**src/rtl/spi_pixel_strip_driver.sv**
```systemverilog
// SPI mode-0 frame receiver feeding a WS2812-style single-wire serialiser.
// Define PIXEL_DOUBLE_BUFFER_EN to build with a second (back) frame buffer.
module spi_pixel_strip_driver #(
  parameter int unsigned N_PIXELS = 8,
  parameter int unsigned BPP      = 24,
  parameter int unsigned T0H      = 35,
  parameter int unsigned T1H      = 70,
  parameter int unsigned TBIT     = 125,
  parameter int unsigned TRESET   = 5000
) (
  input  logic           clk,
  input  logic           reset,
  input  logic           sclk,
  input  logic           mosi,
  input  logic           cs,
  output logic           dout,
  output logic           flushing,
  output logic           frame_err,
  output logic [BPP-1:0] last_pixel
);

  localparam int unsigned RW   = (N_PIXELS > 1) ? $clog2(N_PIXELS) : 1;
  localparam int unsigned WW   = $clog2(N_PIXELS + 1);
  localparam int unsigned BW   = $clog2(BPP);
  localparam int unsigned CMAX = (TBIT > TRESET) ? TBIT : TRESET;
  localparam int unsigned CW   = $clog2(CMAX + 1);

  typedef enum logic [2:0] {S_IDLE, S_LOAD, S_HIGH, S_LOW, S_LATCH} state_t;

  // Synchronisers; the extra stage on sclk/cs holds the previous value for edge detection
  logic [2:0] sclk_sync;
  logic [2:0] cs_sync;
  logic [1:0] mosi_sync;

  always_ff @(posedge clk) begin
    if (!reset) begin
      sclk_sync <= '0;
      cs_sync   <= '1;
      mosi_sync <= '0;
    end else begin
      sclk_sync <= {sclk_sync[1:0], sclk};
      cs_sync   <= {cs_sync[1:0], cs};
      mosi_sync <= {mosi_sync[0], mosi};
    end
  end

  logic sclk_rise;
  logic cs_fall;
  logic cs_rise;
  logic cs_low;
  logic mosi_s;

  assign sclk_rise = sclk_sync[1] & ~sclk_sync[2];
  assign cs_fall   = ~cs_sync[1] & cs_sync[2];
  assign cs_rise   = cs_sync[1] & ~cs_sync[2];
  assign cs_low    = ~cs_sync[1];
  assign mosi_s    = mosi_sync[1];

  logic [BPP-2:0] shift_q;
  logic [BW-1:0]  bit_cnt;
  logic [WW-1:0]  wr_idx;
  logic           overlong;
  logic           commit_q;
  logic           reject_q;
  logic [BPP-1:0] word_c;
  logic           word_done;
  logic           wr_ok;
  logic           wr_en;
  logic           frame_ok;
  logic [RW-1:0]  wr_addr;
  logic [BPP-1:0] rd_data;

  assign word_c    = {shift_q, mosi_s};
  assign word_done = cs_low & sclk_rise & (bit_cnt == BW'(BPP - 1));
  assign wr_ok     = (wr_idx < WW'(N_PIXELS));
  assign wr_addr   = RW'(wr_idx);

`ifdef PIXEL_DOUBLE_BUFFER_EN
  assign wr_en    = word_done & wr_ok;
  assign frame_ok = (wr_idx == WW'(N_PIXELS)) & (bit_cnt == '0) & ~overlong;
`else
  // Words arriving mid-flush are dropped so the transmitted frame stays intact
  logic blocked;
  assign wr_en    = word_done & wr_ok & ~flushing;
  assign frame_ok = (wr_idx == WW'(N_PIXELS)) & (bit_cnt == '0) & ~overlong
                    & ~blocked & ~flushing;
`endif

  // Receive path: shift, word assembly, frame validation
  always_ff @(posedge clk) begin
    if (!reset) begin
      shift_q    <= '0;
      bit_cnt    <= '0;
      wr_idx     <= '0;
      overlong   <= 1'b0;
      last_pixel <= '0;
      commit_q   <= 1'b0;
      reject_q   <= 1'b0;
      frame_err  <= 1'b0;
`ifndef PIXEL_DOUBLE_BUFFER_EN
      blocked    <= 1'b0;
`endif
    end else begin
      commit_q  <= cs_rise & frame_ok;
      reject_q  <= cs_rise & ~frame_ok;
      frame_err <= reject_q;
      if (cs_fall) begin
        bit_cnt  <= '0;
        wr_idx   <= '0;
        overlong <= 1'b0;
`ifndef PIXEL_DOUBLE_BUFFER_EN
        blocked  <= 1'b0;
`endif
      end else if (cs_low && sclk_rise) begin
        shift_q <= word_c[BPP-2:0];
        if (word_done) begin
          bit_cnt    <= '0;
          last_pixel <= word_c;
          if (!wr_ok) begin
            overlong <= 1'b1;
          end else begin
            wr_idx <= wr_idx + WW'(1);
`ifndef PIXEL_DOUBLE_BUFFER_EN
            if (!wr_en) blocked <= 1'b1;
`endif
          end
        end else begin
          bit_cnt <= bit_cnt + BW'(1);
        end
      end
    end
  end

  logic [BPP-1:0] buf_a [N_PIXELS];
  logic [RW-1:0]  rd_idx;

`ifdef PIXEL_DOUBLE_BUFFER_EN
  // front selects the buffer being transmitted; SPI always fills the other one
  logic [BPP-1:0] buf_b [N_PIXELS];
  logic           front;
  logic           front_n;
  logic           pending;
  logic           pending_n;

  always_ff @(posedge clk) begin
    if (reset && wr_en) begin
      if (front) buf_a[wr_addr] <= word_c;
      else       buf_b[wr_addr] <= word_c;
    end
  end

  assign rd_data = front ? buf_b[rd_idx] : buf_a[rd_idx];
`else
  always_ff @(posedge clk) begin
    if (reset && wr_en) buf_a[wr_addr] <= word_c;
  end

  assign rd_data = buf_a[rd_idx];
`endif

  state_t         state;
  state_t         state_n;
  logic [CW-1:0]  cnt;
  logic [CW-1:0]  cnt_n;
  logic [BW-1:0]  bit_idx;
  logic [BW-1:0]  bit_idx_n;
  logic [RW-1:0]  rd_idx_n;
  logic [BPP-1:0] tx_word;
  logic [BPP-1:0] tx_word_n;
  logic           last_bit;
  logic           need_load;
  logic           bit_end;
  logic           latch_end;
  logic [CW-1:0]  leave_cnt;
  logic [CW-1:0]  high_end;

  // TX next-state; a mid-frame LOAD takes the last cycle of the outgoing bit
  always_comb begin
    state_n   = state;
    cnt_n     = cnt;
    bit_idx_n = bit_idx;
    rd_idx_n  = rd_idx;
    tx_word_n = tx_word;
`ifdef PIXEL_DOUBLE_BUFFER_EN
    front_n   = front;
    pending_n = pending;
    if (commit_q && state != S_IDLE) pending_n = 1'b1;
`endif
    last_bit  = (bit_idx == '0);
    need_load = last_bit & (rd_idx != RW'(N_PIXELS - 1));
    leave_cnt = need_load ? CW'(TBIT - 2) : CW'(TBIT - 1);
    high_end  = tx_word[BPP-1] ? CW'(T1H - 1) : CW'(T0H - 1);
    bit_end   = (cnt == leave_cnt);
    latch_end = (cnt == CW'(TRESET - 1));

    case (state)
      S_IDLE: begin
        if (commit_q) begin
          state_n  = S_LOAD;
          rd_idx_n = '0;
`ifdef PIXEL_DOUBLE_BUFFER_EN
          front_n  = ~front;
`endif
        end
      end
      S_LOAD: begin
        tx_word_n = rd_data;
        bit_idx_n = BW'(BPP - 1);
        cnt_n     = '0;
        state_n   = S_HIGH;
      end
      S_HIGH, S_LOW: begin
        cnt_n = cnt + CW'(1);
        if (bit_end) begin
          if (need_load) begin
            state_n  = S_LOAD;
            rd_idx_n = rd_idx + RW'(1);
          end else if (last_bit) begin
            state_n = S_LATCH;
            cnt_n   = '0;
          end else begin
            state_n   = S_HIGH;
            cnt_n     = '0;
            bit_idx_n = bit_idx - BW'(1);
            tx_word_n = {tx_word[BPP-2:0], 1'b0};
          end
        end else if (state == S_HIGH && cnt == high_end) begin
          state_n = S_LOW;
        end
      end
      S_LATCH: begin
        cnt_n = cnt + CW'(1);
        if (latch_end) begin
`ifdef PIXEL_DOUBLE_BUFFER_EN
          if (pending || commit_q) begin
            state_n   = S_LOAD;
            rd_idx_n  = '0;
            front_n   = ~front;
            pending_n = 1'b0;
          end else begin
            state_n = S_IDLE;
          end
`else
          state_n = S_IDLE;
`endif
        end
      end
      default: state_n = S_IDLE;
    endcase
  end

  always_ff @(posedge clk) begin
    if (!reset) begin
      state    <= S_IDLE;
      cnt      <= '0;
      bit_idx  <= '0;
      rd_idx   <= '0;
      tx_word  <= '0;
      dout     <= 1'b0;
      flushing <= 1'b0;
`ifdef PIXEL_DOUBLE_BUFFER_EN
      front    <= 1'b0;
      pending  <= 1'b0;
`endif
    end else begin
      state    <= state_n;
      cnt      <= cnt_n;
      bit_idx  <= bit_idx_n;
      rd_idx   <= rd_idx_n;
      tx_word  <= tx_word_n;
      dout     <= (state_n == S_HIGH);
      flushing <= (state_n != S_IDLE);
`ifdef PIXEL_DOUBLE_BUFFER_EN
      front    <= front_n;
      pending  <= pending_n;
`endif
    end
  end

endmodule

```
**config.mk**
```make
export PLATFORM = sky130hd
export DESIGN_NAME = spi_pixel_strip_driver
export DESIGN_NICKNAME = d
export VERILOG_FILES = /design/src/rtl/spi_pixel_strip_driver.sv
export SDC_FILE = /design/constraint.sdc
export NUM_CORES = 1
export LEC_CHECK = 0
export BUFFER_PORTS_ARGS = -buffer_cell sky130_fd_sc_hd__buf_2
export CAP_MARGIN = 20
export CORE_ASPECT_RATIO = 0.6
export CORE_MARGIN = 2
export CORE_UTILIZATION = 30
export DETAILED_ROUTE_END_ITERATION = 10
export SETUP_SLACK_MARGIN = 0.02
export SLEW_MARGIN = 25
export SYNTH_ARGS = -nofsm -noshare
export SYNTH_HDL_FRONTEND = slang
export SYNTH_SLANG_ARGS = --single-unit
```
**constraint.sdc**
```tcl
create_clock -name clk -period 4.3 [get_ports clk]
set_clock_uncertainty 0.15 [all_clocks]
set_input_delay 0.645 -clock clk [delete_from_list [all_inputs] [get_ports clk]]
set_output_delay 0.645 -clock clk [all_outputs]
set_load 0.02 [all_outputs]
```
# After elaboration in Yosys (flattened, before gate mapping)
# Memory sizes are Yosys's and may differ from the RTL's. A register that Yosys moved wholly into a read port is not among the register bits.
# Index checks and enable logic that the tools add are counted.
[word_totals]
reg_bits = 119
mem_bits_rw = 192
n_memories = 1
[memory_table]
columns = ["name", "words", "width", "read_ports", "rd_ports_with_merged_regs", "write_ports", "line_no", "text"]
rows = [
  ["buf_a", 8, 24, 1, 1, 1, "134", "logic [BPP-1:0] buf_a [N_PIXELS];"],
]
[classes]
add_sub_neg = 5
magnitude_cmp = 1
eq_ne = 16
n_mux = 29
n_bitwise = 25
reduce_logical = 19
[op_table]
columns = ["cell", "n"]
rows = [
  ["24-bit 2-to-1 mux", 3],
  ["24-bit case mux with 2 select lines", 1],
  ["13-bit case mux with 3 select lines", 1],
  ["3-bit 2-to-1 mux", 12],
  ["13-bit by 7-bit == test with 1-bit output", 2],
  ["13-bit 2-to-1 mux", 2],
  ["5-bit 2-to-1 mux", 4],
  ["1-bit AND", 14],
  ["13-bit by 1-bit adder with 13-bit output (second input constant)", 1],
  ["13-bit == test (second input constant)", 1],
  ["3-bit case mux with 4 select lines", 1],
  ["4-bit AND reduction", 3],
  ["1-bit inverter", 11],
  ["5-bit zero test", 2],
  ["2-bit != test (second input constant)", 5],
  ["5-bit case mux with 2 select lines", 1],
  ["3-bit by 2-bit == test with 1-bit output (second input constant)", 3],
  ["3-bit AND reduction", 3],
  ["7-bit 2-to-1 mux", 1],
  ["3-bit case mux with 2 select lines", 1],
  ["3-bit nonzero test", 2],
  ["5-bit by 1-bit adder with 5-bit output (second input constant)", 1],
  ["5-bit == test (second input constant)", 1],
  ["5-bit by 1-bit subtractor with 5-bit output (second input constant)", 1],
  ["other kinds (13)", 18],
]

# Depth between registers and ports, before layout
[logic_depth]
ltp_word = 9
depth_mapped = 10
depth_no_buf = 9

# Worst setup path after synthesis
# No wires, ideal clock.
[synth_path]
path_type = "register to register"
start = "register cs_sync[1]"
end = "memory buf_a[1][0] (enable)"
setup_ps = 435
arrival_ps = 3170
setup_slack_ps = 545
path_stages_with_launch = 6
cell_sequence = "dfxtp_1 -> or3b_2 -> clkbuf_1 -> nor3_2 -> nand4_1 -> nor3_1"
[synth_via]
elab_chain_len = 8
[synth_lines]
columns = ["item", "line_no", "text"]
rows = [
  ["start: declaration", "32", "logic [2:0] cs_sync;"],
  ["start signal: assignment", "42", "cs_sync <= {cs_sync[1:0], cs};"],
  ["1-bit inverter", "56", "assign cs_low = ~cs_sync[1];"],
  ["1-bit AND (2 in series)", "74", "assign word_done = cs_low & sclk_rise & (bit_cnt == BW'(BPP - 1));"],
  ["1-bit AND (2 in series)", "84", "assign wr_en = word_done & wr_ok & ~flushing;"],
  ["1-bit logical AND", "155", "if (reset && wr_en) buf_a[wr_addr] <= word_c;"],
  ["1-bit 2-to-1 mux", "155", ""],
  ["1-bit 2-to-1 mux (implied by the code)", "155", ""],
  ["end: declaration", "134", ""],
]
# Every way passes these cells.

# Worst setup path after layout
[layout_path]
start = "register bit_idx[0]"
end = "register tx_word[10]"
[layout_via]
elab_chain_len = 6
elab_cells_between_ends = 8
cone_classes = "eq/ne (4); mux (1); bitwise (1); reduce/logical (2)"
[layout_lines]
columns = ["item", "line_no", "text"]
rows = [
  ["start: declaration", "165", "logic [BW-1:0] bit_idx;"],
  ["start signal: assignment", "268", "bit_idx <= bit_idx_n;"],
  ["5-bit zero test *", "189", "last_bit = (bit_idx == '0);"],
  ["1-bit AND", "190", "need_load = last_bit & (rd_idx != RW'(N_PIXELS - 1));"],
  ["3-bit 2-to-1 mux", "191", "leave_cnt = need_load ? CW'(TBIT - 2) : CW'(TBIT - 1);"],
  ["13-bit by 7-bit == test with 1-bit output", "193", "bit_end = (cnt == leave_cnt);"],
  ["2-bit != test (no line)", "--", ""],
  ["4-bit AND reduction (no line) *", "--", ""],
  ["end signal: assignment", "270", "tx_word <= tx_word_n;"],
  ["end: declaration", "168", "logic [BPP-1:0] tx_word;"],
]
# Every way passes the cells marked *; elsewhere a longest branch is shown, timed or not.
# A chain may end at the register's enable or synchronous reset.

==> flow_summary.toml <==
[finish]
multi_input_area_sq_um = 3860
antennaDiodeCount = 0
fillers = 3902
seq_area_sq_um = 8210
final_common_cell = "edfxtp_1"
drive_gt1_share_pct = 17.7
layout_common_cells = "edfxtp_1, nand2_1, dfxtp_1"
fin_util_pct = 34.6
final_area_sq_um = 14000
area_growth_pct = 14.1
fin_nets = 934

[synth]
syn_area_per_cell_sq_um = 13.8
ys.flop_type = "edfxtp_1"
synth.distinct_cells = 56
synth_enable_flop_cells = 192
seq_area_frac_synth_pct = 67.0
syn_area_sq_um = 12200
yosys_warnings = 0
synth_cells = 886
ys_ff_latch = 314
async_flop_share_pct = 0
syn_nets = 901

[clock_network]
cts_made_buffers = 28
cts_root_buf = "clkbuf_16"
clock_latency_ns = 0.56
cts_resized = 0
htreeDepth = 1
hold_buffers = 0
clock_sinks = 314
ctsLongestPathBuffers = 3
path_clk_slew_ns = 0.06
post_cts_buffers = 0
tritoncts = "built"

[die]
pin_count = 32
fp.dieH_um = 161
initial_core_util_pct = 30.3
rows = 57
die_x_um = 265
core_area_sq_um = 40400
die-area_sq_um = 42500

[place]
post-place-ws_ns = 1.25
hpwlAfterDp_um = 16500
place.port_buffers = 31
dpl_cell_area_sq_um = 13100
gp_congestion = 0.767

[routing]
drt_first_iter_violations = 683
wl_per_cell_um = 18.2
drc = 0
dr.pass1.iters = 5
num_vias = 7194
via_per_inst = 4.89
wirelength_um = 26800
ant_nets = 0

[global_routing]
antenna_found_initial = 1
grt_max_degree = 56
grtUsageTotal_pct = 12.7
grt_pass1_wl_um = 42000
grt_pass1_vias = 6954
overflow = 0

[sta]
min_period_over_period_pct = 71.3
slew_violations = 0
worst_slack_ns = 1.23
period_needed_ns = 3.07
tns_ns = 0
hold_viol = 0
timing.hold.ws_ns = 0.123
setup_viol = 0
tightestPinTransition_ns = 0.856
max_slew_margin_pct = 42.6
rsz0062_at_grt = "false"
max_freq_mhz = 326

[worst_setup_path]
path_buf_inv = 1
cp.required_ns = 4.61
cp-end-kind = "flip-flop"
crit_type = "reg -> reg"
rr_worst_depth = 9
r2r-start = "bit_idx[0]"
critPathArrivalTime_ns = 3.38
critPathTopFamily = "simple AND/OR/NAND/NOR gates"
crit_path_top_delay_cell = "nand2_1"
path_common_cell = "ha_1"
start_kind = "flip-flop"
critPathMaxStageDelay_ns = 0.53
r2r_end = "tx_word[10]"
cp_cell_sequence = "inv_1 > ha_1 > or4b_4 > nor2_1 > ha_1 > nand4_2 > o41ai_4 > nand2_1 > o22ai_1"
crit_start = "bit_idx[0]"
ff2ff_setup_slack_ns = 1.23
path_max_fanout = 23

[worst_hold_path]
hold_class = "in -> reg"
hold_path_depth = 2
worstHoldStart = "cs"
whs_endpoint = "cs_sync[0]"

[pwr]
cellLeakagePower_nw = 4.47
irDropWorstVdd_mv = 0.243
power_density_nw_per_um2 = 403

[outcome]
status = "completed"

[job]
drv_cap = 0
## synthesized netlist by cell type (all sizes together) (2+ instances only)
library cell,count,area (sq um)
nand2,143,537
dfxtp,122,2440
mux2i,29,290
nor4b,3,32.5
and2,7,43.8
nand3b,2,15.0
and3,3,18.8
xnor2,10,87.6
mux4,48,1080
nor2,62,233
o21ai,8,43.8
ha,10,125
nor3b,2,15.0
clkbuf,35,131
inv,10,37.5
a21oi,34,174
or3,3,18.8
edfxtp,192,5770
nand4,9,62.6
buf,12,51.3
nor4,4,40.0
nor2b,6,37.5
a21boi,51,383
or4b,2,23.8
nand4b,2,17.5
or2,2,12.5
xor2,6,52.6
nor3,9,50.1
o211a,2,20.0
nand3,12,60.1
or4,2,18.8
nand2b,6,37.5
and4,2,17.5
o22ai,23,144
## per-stage QoR
| stage | power [mW] | instances |
|---|---|---|
| floorplan | 3.25 | 886 |
| global placement | 3.26 | 1419 |
| detailed placement | 3.26 | 1419 |
| CTS | 5.70 | 1470 |
| global route | 5.83 | 1471 |
| finish | 5.63 | 1471 |
## worst max-delay path by stage
stage | to | slack (ns) | depth (start not counted)
floorplan | buf_a[1][0] | 0.54 | 5
global placement | buf_a[6][8] | 1.40 | 5
detailed placement | tx_word[20] | 1.25 | 9
CTS | tx_word[10] | 1.25 | 9
global route | tx_word[12] | 0.96 | 9
finish | tx_word[10] | 1.23 | 9
## worst reg2reg max path: cells and delay by family, from the launching register on
kind	cells	cell delay [ns]
flops	1	0.33
compound gates	2	0.71
buf+inv	1	0.08
fa+ha+maj	2	0.35
simple gates	4	1.36
## logic make-up (layout without fill, tap and decap cells)
kind of cell,count (synthesis),in the layout,synth area share (%)
flops,314,314,67.0
simple gates,283,283,10.7
compound gates,129,129,7.12
mux,77,77,11.2
buf+inv,57,111,1.80
xor+xnor,16,16,1.14
fa+ha+maj,10,10,1.02
## flip-flops by register name, indices dropped and copies added (netlist names), 2 cells and up, named ones only
name        flops
state           3
last_pixel     24
buf_a         192
bit_cnt         5
bit_idx         5
cs_sync         3
cnt            13
mosi_sync       2
shift_q        23
wr_idx          4
tx_word        24
sclk_sync       3
rd_idx          3
## layout make-up
class | instances | share of cell area [%]
Timing Repair Buffer | 50 | 2.24
Clock inverter | 11 | 0.698
Inverter | 10 | 0.269
Multi-Input combinational cell | 515 | 27.6
Clock buffer | 40 | 5.65
Sequential cell | 314 | 58.8
Tap cell | 531 | 4.76
## per-layer routing
layer / routed length (um) / global-route usage [%] / vias up
met3: 1670 / 2.45 / 28
met1: 13300 / 19.7 / 3633
met4: 329 / 2.21 / 0
met2: 11500 / 18.5 / 189
li1: - / - / 3344
met5: 0 / 0 / -
## where the power goes
part | switching [mW] | internal [mW]
clock | 1.09 | 1.34
combinational | 0.0212 | 0.0109
sequential | 0.00276 | 3.16
total | 1.12 | 4.51
Power figures use the tool's default switching activity.
